**src/rtl/branch_predict_unit_if.sv**
```systemverilog
// Branch predict unit bus interface.
// Groups the IF-stage lookup port and the EX-stage resolve/train port.
//   if_valid, if_stall, if_pc  : fetch-side lookup request
//   if_pred_taken              : registered prediction (1-cycle latency)
//   ex_*  inputs               : instruction being resolved in EX
//   ex_is_branch/take/link/mispredict : combinational resolution results
//   perf_mispred               : saturating mispredict counter
// master = pipeline side driving requests, slave = predictor.
interface branch_predict_unit_if #(
  parameter int DATA_W = 32,
  parameter int PERF_W = 16
);
  logic              if_valid;
  logic              if_stall;
  logic [DATA_W-1:0] if_pc;
  logic              if_pred_taken;

  logic              ex_en;
  logic [5:0]        ex_opcode;
  logic [4:0]        ex_rt;
  logic [DATA_W-1:0] ex_rs_data;
  logic [DATA_W-1:0] ex_rt_data;
  logic [DATA_W-1:0] ex_pc;
  logic              ex_pred_taken;
  logic              ex_is_branch;
  logic              ex_take;
  logic              ex_link;
  logic              ex_mispredict;

  logic [PERF_W-1:0] perf_mispred;

  modport master (
    output if_valid, if_stall, if_pc,
    output ex_en, ex_opcode, ex_rt, ex_rs_data, ex_rt_data, ex_pc, ex_pred_taken,
    input  if_pred_taken, ex_is_branch, ex_take, ex_link, ex_mispredict, perf_mispred
  );

  modport slave (
    input  if_valid, if_stall, if_pc,
    input  ex_en, ex_opcode, ex_rt, ex_rs_data, ex_rt_data, ex_pc, ex_pred_taken,
    output if_pred_taken, ex_is_branch, ex_take, ex_link, ex_mispredict, perf_mispred
  );
endinterface

```
**src/rtl/branch_predict_unit.sv**
```systemverilog
// Branch predict unit: MIPS conditional-branch evaluation in EX plus a
// branch history table of 2-bit saturating counters indexed by PC.
// Ports:
//   clk    : clock, all state on rising edge
//   resetn : asynchronous active-low reset
//   bus    : branch_predict_unit_if.slave (IF lookup, EX resolve, perf counter)
// The IF prediction is the MSB of the indexed counter, registered once.
// EX resolution trains the counter at idx(ex_pc); a lookup in the same
// cycle at the same index sees the pre-update value.
module branch_predict_unit #(
  parameter int         DATA_W    = 32,
  parameter int         BHT_DEPTH = 64,
  parameter int         IDX_LSB   = 2,
  parameter logic [1:0] CNT_INIT  = 2'b01,
  parameter int         PERF_W    = 16
) (
  input  logic                 clk,
  input  logic                 resetn,
  branch_predict_unit_if.slave bus
);

  localparam int IDX_W = $clog2(BHT_DEPTH);

  typedef enum logic [2:0] {
    OP_NONE, OP_BEQ, OP_BNE, OP_BLEZ, OP_BGTZ, OP_BLTZ, OP_BGEZ
  } br_op_e;

  br_op_e            op;
  logic              link_raw;
  logic              take_raw;
  logic              eq;
  logic              rs_neg;
  logic              rs_zero;
  logic [IDX_W-1:0]  rd_idx;
  logic [IDX_W-1:0]  wr_idx;
  logic [1:0]        bht [BHT_DEPTH];
  logic              pred_q;
  logic [PERF_W-1:0] perf_q;

  // Only the index slice of each PC matters; the rest is deliberately dropped.
  logic unused_pc_bits;
  assign unused_pc_bits = ^{bus.if_pc, bus.ex_pc};

  // ---------------- decode ----------------
  // NOTE: every always_comb output gets a default first so no path leaves it
  // unassigned, which would otherwise infer a latch.
  always_comb begin
    op       = OP_NONE;
    link_raw = 1'b0;
    case (bus.ex_opcode)
      6'b000100: op = OP_BEQ;
      6'b000101: op = OP_BNE;
      6'b000110: op = OP_BLEZ;
      6'b000111: op = OP_BGTZ;
      6'b000001: begin
        case (bus.ex_rt)
          5'b00000: op = OP_BLTZ;
          5'b00001: op = OP_BGEZ;
          5'b10000: begin op = OP_BLTZ; link_raw = 1'b1; end
          5'b10001: begin op = OP_BGEZ; link_raw = 1'b1; end
          default:  op = OP_NONE;
        endcase
      end
      default: op = OP_NONE;
    endcase
  end

  // ---------------- conditions ----------------
  // Signed compares against zero reduce to the sign bit and a zero test.
  assign eq      = (bus.ex_rs_data == bus.ex_rt_data);
  assign rs_neg  = bus.ex_rs_data[DATA_W-1];
  assign rs_zero = ~|bus.ex_rs_data;

  always_comb begin
    take_raw = 1'b0;
    case (op)
      OP_BEQ:  take_raw = eq;
      OP_BNE:  take_raw = ~eq;
      OP_BLEZ: take_raw = rs_neg | rs_zero;
      OP_BGTZ: take_raw = ~rs_neg & ~rs_zero;
      OP_BLTZ: take_raw = rs_neg;
      OP_BGEZ: take_raw = ~rs_neg;
      default: take_raw = 1'b0;
    endcase
  end

  assign bus.ex_is_branch  = bus.ex_en & (op != OP_NONE);
  assign bus.ex_take       = bus.ex_en & take_raw;
  assign bus.ex_link       = bus.ex_en & link_raw;
  assign bus.ex_mispredict = bus.ex_is_branch & (bus.ex_take ^ bus.ex_pred_taken);

  // ---------------- branch history table ----------------
  assign rd_idx = bus.if_pc[IDX_LSB +: IDX_W];
  assign wr_idx = bus.ex_pc[IDX_LSB +: IDX_W];

  // NOTE: the table is a bank of flops, not a RAM, so every entry can and
  // must be reset to CNT_INIT; a RAM macro could not be cleared this way.
  always_ff @(posedge clk or negedge resetn) begin
    if (!resetn) begin
      for (int i = 0; i < BHT_DEPTH; i++) bht[i] <= CNT_INIT;
    end else if (bus.ex_is_branch) begin
      if (bus.ex_take) begin
        if (bht[wr_idx] != 2'b11) bht[wr_idx] <= bht[wr_idx] + 2'd1;
      end else begin
        if (bht[wr_idx] != 2'b00) bht[wr_idx] <= bht[wr_idx] - 2'd1;
      end
    end
  end

  // NOTE: non-blocking assignment here means this read sees the counter value
  // from before this edge's training write, giving the no-bypass behaviour.
  always_ff @(posedge clk or negedge resetn) begin
    if (!resetn) begin
      pred_q <= 1'b0;
    end else if (!bus.if_stall) begin
      pred_q <= bus.if_valid & bht[rd_idx][1];
    end
  end

  // ---------------- mispredict counter ----------------
  always_ff @(posedge clk or negedge resetn) begin
    if (!resetn) begin
      perf_q <= '0;
    end else if (bus.ex_mispredict && (perf_q != {PERF_W{1'b1}})) begin
      perf_q <= perf_q + 1'b1;
    end
  end

  assign bus.if_pred_taken = pred_q;
  assign bus.perf_mispred  = perf_q;

endmodule

```
**src/flat_wrapper.sv**
```systemverilog
// flat-port wrapper written by rule: the top's interface ports become plain ports
module branch_predict_unit_flat 
#(
  parameter int         DATA_W    = 32,
  parameter int         BHT_DEPTH = 64,
  parameter int         IDX_LSB   = 2,
  parameter logic [1:0] CNT_INIT  = 2'b01,
  parameter int         PERF_W    = 16
)
  (clk, resetn, bus_if_valid, bus_if_stall, bus_if_pc, bus_ex_en, bus_ex_opcode, bus_ex_rt, bus_ex_rs_data, bus_ex_rt_data, bus_ex_pc, bus_ex_pred_taken, bus_if_pred_taken, bus_ex_is_branch, bus_ex_take, bus_ex_link, bus_ex_mispredict, bus_perf_mispred);
  branch_predict_unit_if #(.DATA_W(DATA_W), .PERF_W(PERF_W)) bus_i ();
  input  logic clk;
  input  logic resetn;
  input wire logic [$bits(bus_i.if_valid)-1:0] bus_if_valid;
  input wire logic [$bits(bus_i.if_stall)-1:0] bus_if_stall;
  input wire logic [$bits(bus_i.if_pc)-1:0] bus_if_pc;
  input wire logic [$bits(bus_i.ex_en)-1:0] bus_ex_en;
  input wire logic [$bits(bus_i.ex_opcode)-1:0] bus_ex_opcode;
  input wire logic [$bits(bus_i.ex_rt)-1:0] bus_ex_rt;
  input wire logic [$bits(bus_i.ex_rs_data)-1:0] bus_ex_rs_data;
  input wire logic [$bits(bus_i.ex_rt_data)-1:0] bus_ex_rt_data;
  input wire logic [$bits(bus_i.ex_pc)-1:0] bus_ex_pc;
  input wire logic [$bits(bus_i.ex_pred_taken)-1:0] bus_ex_pred_taken;
  output wire logic [$bits(bus_i.if_pred_taken)-1:0] bus_if_pred_taken;
  output wire logic [$bits(bus_i.ex_is_branch)-1:0] bus_ex_is_branch;
  output wire logic [$bits(bus_i.ex_take)-1:0] bus_ex_take;
  output wire logic [$bits(bus_i.ex_link)-1:0] bus_ex_link;
  output wire logic [$bits(bus_i.ex_mispredict)-1:0] bus_ex_mispredict;
  output wire logic [$bits(bus_i.perf_mispred)-1:0] bus_perf_mispred;
  assign bus_i.if_valid = bus_if_valid;
  assign bus_i.if_stall = bus_if_stall;
  assign bus_i.if_pc = bus_if_pc;
  assign bus_i.ex_en = bus_ex_en;
  assign bus_i.ex_opcode = bus_ex_opcode;
  assign bus_i.ex_rt = bus_ex_rt;
  assign bus_i.ex_rs_data = bus_ex_rs_data;
  assign bus_i.ex_rt_data = bus_ex_rt_data;
  assign bus_i.ex_pc = bus_ex_pc;
  assign bus_i.ex_pred_taken = bus_ex_pred_taken;
  assign bus_if_pred_taken = bus_i.if_pred_taken;
  assign bus_ex_is_branch = bus_i.ex_is_branch;
  assign bus_ex_take = bus_i.ex_take;
  assign bus_ex_link = bus_i.ex_link;
  assign bus_ex_mispredict = bus_i.ex_mispredict;
  assign bus_perf_mispred = bus_i.perf_mispred;
  branch_predict_unit #(.DATA_W(DATA_W), .BHT_DEPTH(BHT_DEPTH), .IDX_LSB(IDX_LSB), .CNT_INIT(CNT_INIT), .PERF_W(PERF_W)) u_core (.clk(clk), .resetn(resetn), .bus(bus_i));
endmodule
```
**config.mk**
```make
export PLATFORM = sky130hd
export DESIGN_NAME = branch_predict_unit_flat
export DESIGN_NICKNAME = d
export VERILOG_FILES = /design/src/rtl/branch_predict_unit_if.sv /design/src/rtl/branch_predict_unit.sv /design/src/flat_wrapper.sv
export SDC_FILE = /design/constraint.sdc
export NUM_CORES = 1
export LEC_CHECK = 0
export CORE_MARGIN = 10
export CORE_UTILIZATION = 45
export DETAILED_ROUTE_END_ITERATION = 10
export PLACE_DENSITY = 0.7
export SYNTH_ARGS = -nofsm -noshare
export SYNTH_HDL_FRONTEND = slang
export SYNTH_SLANG_ARGS = --single-unit
```
**constraint.sdc**
```tcl
create_clock -name clk -period 6.3 [get_ports clk]
set_clock_uncertainty 0.15 [all_clocks]
set_input_delay 1.26 -clock clk [delete_from_list [all_inputs] [get_ports clk]]
set_output_delay 1.26 -clock clk [all_outputs]
set_load 0.02 [all_outputs]
```
==> results of run 1 <==
## logic make-up after synthesis
logic type | count (synthesis) | synth area share, %
simple gates | 246 | 15.9
compound gates | 181 | 15.1
flops | 145 | 41.3
mux | 118 | 18.1
buf+inv | 97 | 4.49
xor+xnor | 49 | 4.78
fa+ha+maj | 3 | 0.418
## area by class of cell
class | instances | area, um2
clock buffers | 20 | 447
clock inverters | 12 | 230
fillers | 1693 | 8340
inverters | 32 | 120
multi-input cells | 597 | 4890
flip-flops and latches | 145 | 3710
well taps | 265 | 332
repair buffers | 155 | 1460
## where the power goes
| group | internal [uW] | switching (uW) |
|---|---|---|
| Sequential | 955 | 16.7 |
| Clock | 757 | 414 |
| Combinational | 141 | 204 |
## layer usage
metal  part of all wire [%]  GRT usage, %  up-vias
met4                    2.2          6.66        0
met1                     41          26.9     3800
met2                     49          33.9      377
li1                       -             -     3446
met3                    8.2          5.59       57
met5                      0             0        -
## worst register-to-register path, cell delays in order (launching register included)
cell	delay [ns]
dfstp_2	0.37
mux2_2	0.26
a22oi_1	0.18
o21ai_0	0.14
o211ai_1	0.25
o2bb2ai_1	0.17
nor3_2	0.27
inv_1	0.07
ha_1	0.25
and3_1	0.18
mux2i_1	0.12
o211ai_1	0.15
buf_12	0.23
or4b_4	0.58
mux2_1	0.33
## cells in the final DEF, fill, tap and decap left out, types with 9 or more instances in the layout
cell type        synthesis  routed
a211oi_1                16      16
a221oi_1                11      11
a22o_1                  16      16
a22oi_1                 29      29
a31oi_1                 23      23
and3_1                  10      10
buf_4                    2      41
clkbuf_16                0      17
clkdlybuf4s50_1          0     112
dfrtp_1                 81      81
dfstp_2                 64      64
inv_1                   31      31
mux2_1                  24      24
mux2_2                  48      48
mux2_4                  15      15
mux2i_1                  9       9
mux4_2                  22      22
nand2_1                 40      40
nand3_1                 13      13
nand4_1                 13      13
nor2_1                  46      46
nor3_1                  39      37
nor4_1                  18      18
nor4_2                   9       9
o21ai_0                 14      14
o22ai_1                 24      24
o32ai_1                 16      16
or3_1                   13      13
xor2_1                  41      41
## per-stage QoR
step,cell area (um2),total power (uW)
3_3_place_gp,10500,1320
5_1_grt,11200,2570
3_5_place_dp,10500,1330
2_1_floorplan,8980,1160
4_1_cts,11200,2490
6_report,11200,2490
## worst min-delay path by stage
stage                                         start                              endpoint  slack, ns  cells past startpoint
2_1_floorplan            u_core.bht[97]$_DFFE_PN0P_            u_core.bht[97]$_DFFE_PN0P_       0.33                      1
3_3_place_gp   u_core.bus.if_pred_taken$_DFFE_PN0N_  u_core.bus.if_pred_taken$_DFFE_PN0N_       0.32                      2
6_report       u_core.bus.if_pred_taken$_DFFE_PN0N_  u_core.bus.if_pred_taken$_DFFE_PN0N_       0.34                      2
5_1_grt        u_core.bus.if_pred_taken$_DFFE_PN0N_  u_core.bus.if_pred_taken$_DFFE_PN0N_       0.36                      2
4_1_cts        u_core.bus.if_pred_taken$_DFFE_PN0N_  u_core.bus.if_pred_taken$_DFFE_PN0N_       0.34                      2
3_5_place_dp   u_core.bus.if_pred_taken$_DFFE_PN0N_  u_core.bus.if_pred_taken$_DFFE_PN0N_       0.32                      2
==> reports/metrics.cfg, run 1 <==
[outcome]
status=completed

[critical_path]
crit_family=buffers and inverters
cpMostUsedCell=clkdlybuf4s50_1
crit_chain=clkdlybuf4s50_1, or4b_1, o221ai_1, and4_4, a31o_4, nor2_2, a21oi_2, clkdlybuf4s50_1
arrival_ns=4.10
critPathCapture=bus_ex_take
critPathRequiredTime_ns=4.89
crit_type=in -> out
worstPathMaxFanout=13
worst_r2r_path_depth=14
worstReg2RegEnd=u_core.bht[97]$_DFFE_PN0P_
critical_path.startpoint=bus_ex_opcode[0]
end_kind=output port
slowest_stage=clkdlybuf4s50_1
critPathBufInv=2
max_stage_delay_ns=0.73
r2r_slack_ns=2.48
cp-start-kind=input port
worst-path-stages=8

[clock_network]
clock-sinks=145
root_buffer=clkbuf_16
cts.repair.resized=0
cts_buffers=17
cts_hold_buffers=0
cts_buffer_depth=2
post_cts_buffers=0
clk_latency_ns=0.43
cts_tree=yes
clk_pin_slew_ns=0.06
cts_htree_levels=4

[placed_design]
place_worst_setup_slack_ns=0.497
dp_cells=1194
port_buffers=113
gp_congestion=0.941
dp_hpwl_um=19300

[logic_synthesis]
synth_commonest_cells=dfrtp_1 (81), dfstp_2 (64), mux2_2 (48)
ys_seq_area_share_pct=41.3
yosysWarnings=0
netlist.top_cell.by_area=dfrtp_1
async_flop_share_pct=100
post-synth-top-count-cell=dfrtp_1
syn-cell-area_mm2=0.00898
synth_cells=839
synth_seq_cells=145
synth_area_leaders=dfrtp_1 (23%), dfstp_2 (19%), mux2_2 (6.0%)
synth_fp_nets=987
synth_cell_types=76
ys.flop_type=dfrtp_1
syn_avg_cell_area_um2=10.7
synth_top_area_share_pct=22.6
synth_edf_count=0

[global_routing]
grt_max_degree=98
gr-total-overflow=0
antenna_found_initial=1
grtUsageTotal_pct=21.0
first_global_vias=7803
grt_pass1_wl_um=44000

[cells_and_area]
antenna_cells=0
area_growth_pct=24.5
drive_gt1_share_pct=26.7
layout.cells.non_filler=1226
fin_nets=1096
final_util_pct=57.3

[timing]
fmax_mhz=182
finalMaxSlewViolations=0
tns_ns=0
setup_viol=0
setup_ws_ns=0.792
period_share_pct=87.4
hold_viol=0
rsz0062_at_grt=false
hold_ws_ns=0.337
fin_crit_ns=5.51
slew_headroom_pct=37.7
tightest_slew_ns=0.931

[floorplanning]
die_height_um=161
die_x_um=161
core_area_mm2=0.0195
initial_core_util_pct=46.0
num_rows=51
boundaryPins=166
dieArea_mm2=0.0260

[drt]
dr.pass1.iters=8
drtIter0Drc=898
wl_per_cell_um=22.3
drc=0
ant_nets=0
num_vias=7680
routed_wl_um=27400
viasPerCell=6.26

[worst_hold_path]
hold_path_class=reg -> reg

[power]
p_leak_uw=0.00448
irDropWorstVdd_mv=0.268
cellPowerDensity_mw_per_mm2=222

[flow_run]
drv_cap=0

Power figures use the tool's default switching activity.
==> run 2: changes to the inputs <==
Settings changed: CORE_MARGIN 10 to 2.
==> run 2 against run 1 <==
Die area shrank 19%. Utilization shrank 0.28 points. Non-clock buffer count grew 3. Routed wire length shrank 4.1%. Final area shrank 0.48%. First-iteration DRC count shrank 0.22%. Total power shrank 5.7%. Global-route usage grew 4.2 points. Worst setup slack gained 0.023 ns. Register-to-register slack gained 0.04 ns. Sequential share of layout area grew 0.16 points. Via count shrank 0.40%. Critical endpoint is now bus_ex_mispredict. Largest cell class unchanged. Largest power group unchanged.
==> reports/metrics.cfg, run 2 (synthesized netlist as in run 1, its figures left out) <==
[outcome]
status=completed

[timing]
fin_crit_ns=5.48
tightest_slew_ns=0.957
finalMaxSlewViolations=0
slew_headroom_pct=36.2
rsz0062_at_grt=false
fmax_mhz=182
tns_ns=0
period_share_pct=87.1
hold_viol=0
setup_viol=0

[critical_path]
critical_path.startpoint=bus_ex_opcode[0]
cp-start-kind=input port
worst_r2r_path_depth=14
cpMostUsedCell=clkdlybuf4s50_1
worstPathMaxFanout=13
critPathCapture=bus_ex_mispredict
arrival_ns=4.07
crit_type=in -> out
critPathRequiredTime_ns=4.89
slowest_stage=clkdlybuf4s50_1
crit_chain=clkdlybuf4s50_1, nor2b_1, a221o_1, and4_4, a31o_4, or3_1, o211ai_2, nor2_1, clkdlybuf4s50_1
max_stage_delay_ns=0.62
end_kind=output port
critPathBufInv=2
crit_family=buffers and inverters
worst-path-stages=9
r2r_slack_ns=2.52
worstReg2RegEnd=u_core.bht[99]$_DFFE_PN0P_

[drt]
viasPerCell=6.22
drtIter0Drc=896
num_vias=7649
ant_nets=0
routed_wl_um=26300
drc=0
dr.pass1.iters=7
wl_per_cell_um=21.4

[flow_run]
drv_cap=0

[cells_and_area]
num-fill-cells=1684
layout_common_cells=clkdlybuf4s50_1 (112), dfrtp_1 (81), dfstp_2 (64), mux2_2 (48), nor2_1 (46)
antenna_cells=0
area_growth_pct=23.9
regArea_mm2=0.00371
multi_input_area_mm2=0.00488
fin_nets=1099
layout.cells.non_filler=1229
layout_commonest_cell=clkdlybuf4s50_1
drive_gt1_share_pct=27.1

[power]
p_leak_uw=0.00446
cellPowerDensity_mw_per_mm2=211
irDropWorstVdd_mv=0.186
power_uw=2350

[placed_design]
dp_hpwl_um=18200
gp_congestion=0.901
dp_cells=1197
port_buffers=113

[floorplanning]
dieArea_mm2=0.0211
boundaryPins=166
core_area_mm2=0.0195
die_height_um=145
num_rows=51
die_x_um=145
initial_core_util_pct=46.0

[clock_network]
cts_htree_levels=4
cts_tree=yes
cts_buffer_depth=2
clock-sinks=145
root_buffer=clkbuf_16
clk_pin_slew_ns=0.06
post_cts_buffers=0
cts.repair.resized=0
clk_latency_ns=0.43
cts_buffers=17
cts_hold_buffers=0

[global_routing]
grt_pass1_wl_um=42300
grt_max_degree=104
grtUsageTotal_pct=25.3
first_global_vias=7658
antenna_found_initial=0
gr-total-overflow=0

[worst_hold_path]
hold_path_class=reg -> reg

-- run 2: cell types whose count changed in the layout (fill, tap and decap cells not counted), sizes merged --
cell      delta
buf          +3
bufinv       -4
clkbuf       -2
clkinv       +2
clkinvlp     +1
inv          +3
-- run 2: report_power, final --
part	switching [uW]	internal, uW
registers	16.6	955
logic	205	144
clock network	425	600
-- run 2: layout make-up --
cell class                      count  share of cell area, %
Clock buffer                       18                   3.95
Inverter                           32                   1.08
Clock inverter                     14                   1.40
Tap cell                          265                   2.98
Timing Repair Buffer              158                   13.4
Multi-Input combinational cell    597                   43.8
Sequential cell                   145                   33.3
-- run 2: per-stage QoR --
step	instance area [um2]	utilization (%)	worst slack (ns)	hold WS, ns
after floorplan	8980	-	1.26	0.332
final	11100	57.0	0.815	0.336
after CTS	11100	57.0	0.786	0.343
after global routing	11100	57.0	0.574	0.371
after global placement	10500	54.0	0.484	0.317
after detailed placement	10500	54.0	0.490	0.326
-- run 2: worst min path at each step --
stage	slack (ns)	depth (start not counted)	endpoint	startpoint
after floorplan	0.33	1	u_core.bht[97]$_DFFE_PN0P_	u_core.bht[97]$_DFFE_PN0P_
after global placement	0.32	2	u_core.bus.if_pred_taken$_DFFE_PN0N_	u_core.bus.if_pred_taken$_DFFE_PN0N_
after detailed placement	0.33	1	u_core.bus.perf_mispred[14]$_DFFE_PN0P_	u_core.bus.perf_mispred[14]$_DFFE_PN0P_
after CTS	0.34	1	u_core.bus.perf_mispred[14]$_DFFE_PN0P_	u_core.bus.perf_mispred[14]$_DFFE_PN0P_
after global routing	0.37	1	u_core.bus.perf_mispred[11]$_DFFE_PN0P_	u_core.bus.perf_mispred[11]$_DFFE_PN0P_
final	0.34	1	u_core.bus.perf_mispred[14]$_DFFE_PN0P_	u_core.bus.perf_mispred[14]$_DFFE_PN0P_
-- run 2: metal layers --
metal / global-route usage [%] / wire, um / vias to the layer above
met5: 0 / 0 / -
met4: 7.79 / 570 / 0
met3: 5.35 / 1870 / 55
met2: 40.7 / 12700 / 382
met1: 34.2 / 11200 / 3774
li1: - / - / 3438
==> run 3: changes to the inputs <==
--- a/config.mk
+++ b/config.mk
@@ -8,4 +8,5 @@
 export CORE_MARGIN = 2
 export CORE_UTILIZATION = 45
+export CTS_BUF_LIST = sky130_fd_sc_hd__clkbuf_8
 export DETAILED_ROUTE_END_ITERATION = 10
 export PLACE_DENSITY = 0.7
==> constraint.sdc (replaced) <==
create_clock -name clk -period 6.3 [get_ports clk]
set_clock_uncertainty 0.15 [all_clocks]
set_input_delay 1.575 -clock clk [delete_from_list [all_inputs] [get_ports clk]]
set_output_delay 1.575 -clock clk [all_outputs]
set_load 0.02 [all_outputs]
==> run 3 against run 2 <==
Global-route usage decreased by 0.13 points. Register-to-register slack got worse by 0.06 ns. Critical path depth unchanged. Sequential power about the same. Final area decreased by 0.84%. Utilization decreased by 0.48 points. Routed wire length about the same. Critical endpoint unchanged. Cell count increased by 0.57%. Total power decreased by 8.7%. Sequential share of layout area increased by 0.28 points. Highest routed layer unchanged. Clock power decreased by 20%.
==> reports/metrics.cfg, run 3 (synthesized netlist as in run 1, its figures left out) <==
[outcome]
status=completed

[critical_path]
critPathRequiredTime_ns=4.58
slowest_stage=clkdlybuf4s50_1
crit_chain=clkdlybuf4s50_1, nor4_1, nand4_1, o2111ai_1, o41ai_2, or3_1, o211ai_2, nor2_1, clkdlybuf4s50_1
cp-start-kind=input port
end_kind=output port
crit_type=in -> out
cpMostUsedCell=clkdlybuf4s50_1
worstPathMaxFanout=4
arrival_ns=4.33
max_stage_delay_ns=0.54

[cells_and_area]
final_util_pct=56.5
antenna_cells=0
layout_common_cells=clkdlybuf4s50_1 (112), dfrtp_1 (81), dfstp_2 (64), buf_4 (49), mux2_2 (48)
drive_gt1_share_pct=27.4
num-fill-cells=1720
layout_commonest_cell=clkdlybuf4s50_1
fin_nets=1106
area_growth_pct=22.9

[power]
p_leak_uw=0.00444
irDropWorstVdd_mv=0.184
cellPowerDensity_mw_per_mm2=194

[drt]
viasPerCell=6.13
routed_wl_um=26200
drc=0
ant_nets=0
drt-met1-wl_um=11400
wl_per_cell_um=21.2
highest_layer=met4
dr.pass1.iters=7
drtIter0Drc=864
route.met3.wl_um=1720
num_vias=7574
route.met2.wl_um=12600

[timing]
tns_ns=0
period_share_pct=96.1
hold_viol=0
setup_viol=0
tightest_slew_ns=0.994
rsz0062_at_grt=false
fmax_mhz=165
finalMaxSlewViolations=0
fin_crit_ns=6.06
slew_headroom_pct=33.5

[clock_network]
clk_latency_ns=0.46
cts_buffers=17
clock-sinks=145
cts_htree_levels=4
cts_tree=yes
root_buffer=clkbuf_8
post_cts_buffers=0
cts_buffer_depth=2
clk_pin_slew_ns=0.08
cts_hold_buffers=0
cts.repair.resized=0

[global_routing]
grtUsageTotal_pct=25.1
gr-total-overflow=0
grt_max_degree=100
first_global_vias=7684
grt_pass1_wl_um=42100
antenna_found_initial=0

[floorplanning]
initial_core_util_pct=46.0
dieArea_mm2=0.0211
boundaryPins=166
die_x_um=145
core_area_mm2=0.0195
die_height_um=145
num_rows=51

[flow_run]
drv_cap=0

[placed_design]
gp_congestion=0.900
dp_hpwl_um=18400
port_buffers=113

[worst_hold_path]
hold_path_class=reg -> reg

[run 3: metal layers]
metal / vias up / GRT usage (%)
met3: 45 / 4.65
met4: 0 / 7.25
li1: 3467 / -
met5: - / 0
met1: 3738 / 35.2
met2: 324 / 40.0
[run 3: worst paths after layout]
path / start / slack, ns / endpoint / cells past startpoint
max: bus_ex_rs_data[11] / 0.24 / bus_ex_mispredict / 9
min: u_core.bus.if_pred_taken$_DFFE_PN0N_ / 0.34 / u_core.bus.if_pred_taken$_DFFE_PN0N_ / 2
max reg2reg: u_core.bht[27]$_DFFE_PN0P_ / 2.46 / u_core.bht[97]$_DFFE_PN0P_ / 14
min in group asynchronous: resetn / 1.07 / u_core.bht[37]$_DFFE_PN0P_ / 1
min reg2reg: u_core.bus.if_pred_taken$_DFFE_PN0N_ / 0.34 / u_core.bus.if_pred_taken$_DFFE_PN0N_ / 2
max in group asynchronous: resetn / 3.71 / u_core.bht[71]$_DFFE_PN0P_ / 2
[run 3: worst max-delay path: cells and delay by family]
kind	cells	cell delay, ns
and+or+nand+nor	4	1.14
buffers and inverters	2	1.00
AOI/OAI and AO/OA	3	0.63
[run 3: area by class of cell]
cell class,count,area (um2),share of cell area (%)
Clock inverter,14,189,1.71
Multi-Input combinational cell,597,4880,44.2
Tap cell,265,332,3.00
Sequential cell,145,3710,33.6
Inverter,32,120,1.09
Clock buffer,18,248,2.24
Timing Repair Buffer,165,1560,14.1
[run 3: report_power, final]
part | total, uW | switching, uW | internal, uW
clock | 820 | 378 | 442
sequential | 970 | 16.9 | 953
combinational | 351 | 205 | 145
[run 3: metrics by stage]
stage	worst slack [ns]	std cells	area (um2)	hold WS [ns]	total power (uW)
2_1_floorplan	0.940	839	8980	0.332	1160
3_3_place_gp	0.223	1204	10600	0.321	1330
3_5_place_dp	0.191	1204	10600	0.330	1330
4_1_cts	0.268	1236	11000	0.348	2150
5_1_grt	0.105	1236	11000	0.372	2220
6_report	0.244	1236	11000	0.342	2140
